[src/rtl/usb_rx_pkg.sv]
// Shared types for the low-speed USB receive path: line symbols, receiver
// states and SYNC pattern constants.
package usb_rx_pkg;

  typedef logic [1:0] d_port_t;  // {D+, D-}

  localparam d_port_t SE0 = 2'b00;
  localparam d_port_t J   = 2'b01;  // low-speed idle: D- high
  localparam d_port_t K   = 2'b10;
  localparam d_port_t SE1 = 2'b11;

  typedef enum logic [2:0] {IDLE, SYNC, DATA, EOP, ABORT} rx_state_t;

  // Decoded SYNC bits still expected after the opening K, LSB first.
  localparam logic [6:0] SYNC_BITS = 7'b1000000;

  localparam logic [2:0] ONES_STUFF = 3'd6;

  function automatic logic is_jk(input d_port_t s);
    return (s == J) || (s == K);
  endfunction

endpackage

[src/rtl/usb_rx_unstuff.sv]
// NRZI decoder and bit-stuffing tracker. USB_RX_BITSTUFF_CHECK_EN turns a
// decoded 1 in a stuff slot into stuff_err instead of silently dropping it.
module usb_rx_unstuff
  import usb_rx_pkg::*;
(
  input  logic    clk,
  input  logic    reset,
  input  d_port_t d,
  input  logic    strobe,
  input  logic    ones_load,
  input  logic    data_en,
  output logic    rx_bit,
  output logic    bit_en,
  output logic    stuff_err
);

  d_port_t    prev_q, prev_d;
  logic [2:0] ones_q, ones_d;
  logic       jk_strobe;
  logic       stuffed;

  always_comb begin
    jk_strobe = strobe && is_jk(d);
    rx_bit    = (d == prev_q);
    stuffed   = (ones_q == ONES_STUFF);
    bit_en    = jk_strobe && data_en && !stuffed;
`ifdef USB_RX_BITSTUFF_CHECK_EN
    stuff_err = jk_strobe && data_en && stuffed && rx_bit;
`else
    stuff_err = 1'b0;
`endif
    prev_d = jk_strobe ? d : prev_q;
    ones_d = ones_q;
    if (ones_load) begin
      ones_d = 3'd1;  // the final SYNC bit is a 1 and counts toward stuffing
    end else if (jk_strobe && data_en) begin
      ones_d = (stuffed || !rx_bit) ? 3'd0 : ones_q + 3'd1;
    end
  end

  always_ff @(posedge clk) begin
    if (reset) begin
      prev_q <= J;
      ones_q <= 3'd0;
    end else begin
      prev_q <= prev_d;
      ones_q <= ones_d;
    end
  end

endmodule

[src/rtl/usb_rx_deserializer.sv]
// Low-speed USB receive stage: SYNC detect, byte assembly, EOP and error
// detection. Stuff-violation checking is enabled by USB_RX_BITSTUFF_CHECK_EN.
module usb_rx_deserializer
  import usb_rx_pkg::*;
#(
  parameter int EOP_MIN_BITS  = 2,
  parameter int MAX_PKT_BYTES = 64
) (
  input  logic       clk,
  input  logic       reset,
  input  d_port_t    d,
  input  logic       strobe,
  output logic [7:0] rx_data,
  output logic       rx_valid,
  output logic       rx_active,
  output logic       rx_eop,
  output logic       rx_error
);

  localparam logic [6:0] MAX_BYTES = 7'(MAX_PKT_BYTES);
  localparam logic [2:0] EOP_MIN   = 3'(EOP_MIN_BITS);

  rx_state_t  state_q, state_d;
  logic [2:0] sync_cnt_q, sync_cnt_d;
  logic [7:0] shift_q, shift_d;
  logic [2:0] bit_cnt_q, bit_cnt_d;
  logic [6:0] byte_cnt_q, byte_cnt_d;
  logic [2:0] se0_cnt_q, se0_cnt_d;
  logic [7:0] data_q, data_d;
  logic       valid_q, valid_d, active_q, active_d;
  logic       eop_q, eop_d, error_q, error_d;

  logic       rx_bit, bit_en, stuff_err, ones_load;
  logic [7:0] byte_next;

  usb_rx_unstuff u_unstuff (
    .clk       (clk),
    .reset     (reset),
    .d         (d),
    .strobe    (strobe),
    .ones_load (ones_load),
    .data_en   (state_q == DATA),
    .rx_bit    (rx_bit),
    .bit_en    (bit_en),
    .stuff_err (stuff_err)
  );

  always_comb begin
    state_d    = state_q;
    sync_cnt_d = sync_cnt_q;
    shift_d    = shift_q;
    bit_cnt_d  = bit_cnt_q;
    byte_cnt_d = byte_cnt_q;
    se0_cnt_d  = se0_cnt_q;
    data_d     = data_q;
    valid_d    = 1'b0;
    eop_d      = 1'b0;
    error_d    = 1'b0;
    ones_load  = 1'b0;
    byte_next  = {rx_bit, shift_q[7:1]};

    if (strobe) begin
      case (state_q)
        IDLE: begin
          if (d == K) begin
            state_d    = SYNC;
            sync_cnt_d = 3'd1;
          end
        end
        SYNC: begin
          // Corrupt SYNC is treated as line noise: abort without an error.
          if (!is_jk(d) || rx_bit != SYNC_BITS[sync_cnt_q - 3'd1]) begin
            state_d = ABORT;
          end else if (sync_cnt_q == 3'd7) begin
            state_d    = DATA;
            ones_load  = 1'b1;
            bit_cnt_d  = 3'd0;
            byte_cnt_d = 7'd0;
          end else begin
            sync_cnt_d = sync_cnt_q + 3'd1;
          end
        end
        DATA: begin
          if (stuff_err || d == SE1) begin
            error_d = 1'b1;
            state_d = ABORT;
          end else if (bit_en) begin
            shift_d   = byte_next;
            bit_cnt_d = bit_cnt_q + 3'd1;
            if (bit_cnt_q == 3'd7) begin
              if (byte_cnt_q == MAX_BYTES) begin
                error_d = 1'b1;
                state_d = ABORT;
              end else begin
                data_d     = byte_next;
                valid_d    = 1'b1;
                byte_cnt_d = byte_cnt_q + 7'd1;
              end
            end
          end else if (d == SE0) begin
            state_d   = EOP;
            se0_cnt_d = 3'd1;
          end
        end
        EOP: begin
          if (d == SE0) begin
            if (se0_cnt_q != 3'd7) se0_cnt_d = se0_cnt_q + 3'd1;
          end else if (d == J && se0_cnt_q >= EOP_MIN) begin
            eop_d   = 1'b1;
            error_d = (bit_cnt_q != 3'd0);
            state_d = IDLE;
          end else begin
            error_d = 1'b1;
            state_d = ABORT;
          end
        end
        ABORT: begin
          if (d == J) state_d = IDLE;
        end
        default: state_d = IDLE;
      endcase
    end

    active_d = (state_d == DATA) || (state_d == EOP);
  end

  always_ff @(posedge clk) begin
    if (reset) begin
      state_q    <= IDLE;
      sync_cnt_q <= 3'd0;
      shift_q    <= 8'd0;
      bit_cnt_q  <= 3'd0;
      byte_cnt_q <= 7'd0;
      se0_cnt_q  <= 3'd0;
      data_q     <= 8'd0;
      valid_q    <= 1'b0;
      active_q   <= 1'b0;
      eop_q      <= 1'b0;
      error_q    <= 1'b0;
    end else begin
      state_q    <= state_d;
      sync_cnt_q <= sync_cnt_d;
      shift_q    <= shift_d;
      bit_cnt_q  <= bit_cnt_d;
      byte_cnt_q <= byte_cnt_d;
      se0_cnt_q  <= se0_cnt_d;
      data_q     <= data_d;
      valid_q    <= valid_d;
      active_q   <= active_d;
      eop_q      <= eop_d;
      error_q    <= error_d;
    end
  end

  assign rx_data   = data_q;
  assign rx_valid  = valid_q;
  assign rx_active = active_q;
  assign rx_eop    = eop_q;
  assign rx_error  = error_q;

endmodule

[config.mk]
export PLATFORM = sky130hd
export DESIGN_NAME = usb_rx_deserializer
export DESIGN_NICKNAME = d
export VERILOG_FILES = /design/src/rtl/usb_rx_pkg.sv /design/src/rtl/usb_rx_unstuff.sv /design/src/rtl/usb_rx_deserializer.sv
export SDC_FILE = /design/constraint.sdc
export NUM_CORES = 1
export LEC_CHECK = 0
export BUFFER_PORTS_ARGS = -buffer_cell sky130_fd_sc_hd__buf_2
export CAP_MARGIN = 10
export CORE_ASPECT_RATIO = 0.9
export CORE_UTILIZATION = 64
export DETAILED_ROUTE_END_ITERATION = 10
export PLACE_DENSITY = 0.94
export SLEW_MARGIN = 40
export SYNTH_ARGS = -nofsm -noshare
export SYNTH_HDL_FRONTEND = slang
export SYNTH_SLANG_ARGS = --single-unit
[constraint.sdc]
create_clock -name clk -period 5.9 [get_ports clk]
set_input_delay 1.18 -clock clk [delete_from_list [all_inputs] [get_ports clk]]
set_output_delay 1.18 -clock clk [all_outputs]
set_load 0.1 [all_outputs]
==> flow_metrics.env <==
export IMPL_status="finished, final reports clean"
export IMPL_grt_pass1_wl_um=8052
export IMPL_hold_viol_final=0
export IMPL_synth_edf_count=0
export IMPL_report_final_slew_viol_count=0
export IMPL_synthArstFlopShare_pct=0
export IMPL_arrival_ns=3.45
export IMPL_routed_via_count=1988
export IMPL_critPathTopFamily="simple AND/OR/NAND/NOR gates"
export IMPL_holdCritStartpoint="rx_data[3]"
export IMPL_area_growth_syn_to_layout_pct=7.794
export IMPL_setup_viol=0
export IMPL_final_common_cell="dfxtp_1"
export IMPL_insertedDiodeCount=0
export IMPL_slowest_stage="or4b_1"
export IMPL_crit_path_end_kind="flop"
export IMPL_cts_max_level=2
export IMPL_max_freq_mhz=309.0
export IMPL_p_per_area_nw_per_um2=215.6
export IMPL_dpl_hpwl_um=3542
export IMPL_ys_seq_elements=43
export IMPL_start_util_pct=68.80
export IMPL_reg2reg_from="state_q[1]"
export IMPL_cp_slowest_stage_delay_ns=0.57
export IMPL_yosys_area_top_type="dfxtp_1"
export IMPL_tritoncts="done"
export IMPL_whs_path_depth=2
export IMPL_wl_per_cell_um=15.11
export IMPL_clk_latency_ns=0.29
export IMPL_cts_sinks=43
export IMPL_critPathMaxFanout=7
export IMPL_post_cts_buffers=0
export IMPL_syn_area_per_cell_um2=8.735
export IMPL_cp_required_ns=6.12
export IMPL_die_h_um=59.81
export IMPL_syn_num_nets=294
export IMPL_regToRegSetupSlack_ns=3.47
export IMPL_netlist_instances=272
export IMPL_tightest_slew_ns=0.6396
export IMPL_min_to="rx_data[3]"
export IMPL_coreArea_um2=3453
export IMPL_synth_area_um2=2376
export IMPL_mostFrequentLayoutCells="dfxtp_1 (43), nor2_1 (27), nand2_1 (21)"
export IMPL_grt_max_degree=33
export IMPL_multi_input_area_um2=1399
export IMPL_routabilityCongestion=0.9144
export IMPL_critPathLaunchType="input port"
export IMPL_p_total_uw=552.1
export IMPL_root_buffer="clkbuf_8"
export IMPL_grt_pass1_vias=1823
export IMPL_cts_resized=0
export IMPL_hold_path_class="flop to flop"
export IMPL_synth_top_cell_area_share_pct=36.23
export IMPL_cts_buffers=5
export IMPL_drt_total_wl_um=4925
export IMPL_critPathKind="input port to flop"
export IMPL_avgViaCountPerCell=6.098
export IMPL_fin_worst_skew_ns=0.006507
export IMPL_detail_route_antenna_nets=0
export IMPL_layout_area_seq_um2=860.8
export IMPL_drt_drc_violations_left=0
export IMPL_final_layout_size_suffix_gt1_share_pct=13.12
export IMPL_worstReg2RegEnd="byte_cnt_q[5]"
export IMPL_finalCritPeriodShare_pct=54.86
export IMPL_leakage_nw=1.019
export IMPL_synth_cell_types=56
export IMPL_synthTopCellsByArea="dfxtp_1 (36%), ha_1 (9.0%), mux2i_1 (6.7%)"
export IMPL_reg2reg_depth=5
export IMPL_first_pass_iters=4
export IMPL_ys_seq_area_share_pct=36.23
export IMPL_drtIter0Drc=151
export IMPL_die_w_um=66.23
export IMPL_nFillCells=246
export IMPL_finalSetupTns_ns=0
export IMPL_cp_num_buf_inv=2
export IMPL_synth_flop_cell="dfxtp_1"
export IMPL_crit_path_cell_trace="buf_2 > inv_1 > ha_1 > and2_1 > a41oi_4 > or4b_1 > or4_1 > a21oi_1"
export IMPL_nets=304
export IMPL_cts_hold_buf=0
export IMPL_maxSlewHeadroom_pct=57.20
export IMPL_cts_max_path_buffers=2
export IMPL_period_minus_slack_ns=3.237
export IMPL_path_clk_slew_ns=0.08
export IMPL_ios=17
export IMPL_track_usage_pct=26.84
export IMPL_dieArea_um2=3961
export IMPL_rows=20
export IMPL_cap_viol_max_count=0
export IMPL_ir_drop_mv=0.2105
export IMPL_rsz0062_at_grt="no"
export IMPL_io_buffers=16
export IMPL_gr_total_overflow=0
export IMPL_ys_warn_count=0
export IMPL_antenna_found_initial=0
[worst max-delay path by stage]
| stage | from | to | slack [ns] | depth (start not counted) |
|---|---|---|---|---|
| floorplan | d[0] | byte_cnt_q[5] | 2.79 | 8 |
| global placement | d[1] | byte_cnt_q[5] | 2.50 | 8 |
| detailed placement | d[1] | rx_data[2] | 2.41 | 8 |
| CTS | d[1] | rx_data[2] | 2.70 | 8 |
| global route | d[0] | shift_q[6] | 2.57 | 8 |
| finish | d[1] | byte_cnt_q[5] | 2.66 | 8 |
[registers in the layout, summed over array words and instances (netlist names), named ones only]
name,flops
shift_q,7
rx_error,1
u_unstuff.prev_q,2
u_unstuff.ones_q,3
state_q,2
rx_data,8
rx_eop,1
rx_active,1
se0_cnt_q,3
sync_cnt_q,3
bit_cnt_q,3
byte_cnt_q,7
rx_valid,1
[logic make-up (layout without fill, tap and decap cells)]
family                   count (synthesis)  after routing  synth area share (%)
AO/OA/AOI/OAI                           58             58                 17.06
XOR/XNOR                                 5              5                 1.843
adder cells (fa/ha/maj)                 17             17                 8.952
buffers and inverters                   30             40                 5.423
flip-flops                              43             43                 36.23
multiplexers                            17             17                 7.214
AND/OR/NAND/NOR                        102            102                 23.28
[stage by stage]
step	util, %	setup WS, ns	area, µm²	cells	hold slack, ns
2_1_floorplan	-	2.785	2376	272	0.4501
3_3_place_gp	70.83	2.505	2446	319	0.4666
3_5_place_dp	71.01	2.406	2452	319	0.4757
4_1_cts	73.99	2.701	2555	326	0.4967
5_1_grt	74.17	2.571	2561	326	0.5248
6_report	74.17	2.663	2561	326	0.4942
[worst min-delay path, cell delays in order, from the launching register on]
cell and delay (ns):
dfxtp_1 0.33, mux2i_1 0.06, nor2_1 0.07
[cells in the mapped netlist, drive strengths merged (5+ instances only)]
cell	number
a21oi	20
and3	7
buf	5
clkbuf	8
dfxtp	43
ha	17
inv	17
mux2i	16
nand2	21
nand3	10
nor2	27
nor4	5
o21ai	9
[power by group]
part	switching (mW)	internal [mW]
Sequential	0.00271	0.292
Combinational	0.0279	0.0129
Clock	0.0928	0.124
Total	0.123	0.429
[routing by layer]
| layer | global-route usage, % | up-vias | wire (µm) |
|---|---|---|---|
| met5 | 0 | - | 0 |
| met3 | 5.916 | 8 | 300 |
| met4 | 9.726 | 0 | 46 |
| li1 | - | 993 | - |
| met1 | 33.45 | 927 | 2222 |
| met2 | 45.63 | 60 | 2355 |
[layout make-up]
class	instances	share of cell area, %
clock inverter	1	1.172
multi-input combinational	199	54.62
sequential	43	33.61
clock buffer	6	2.833
timing repair buffer	16	3.127
inverter	17	2.491
tap	44	2.149
(Power assumes the default switching activity.)
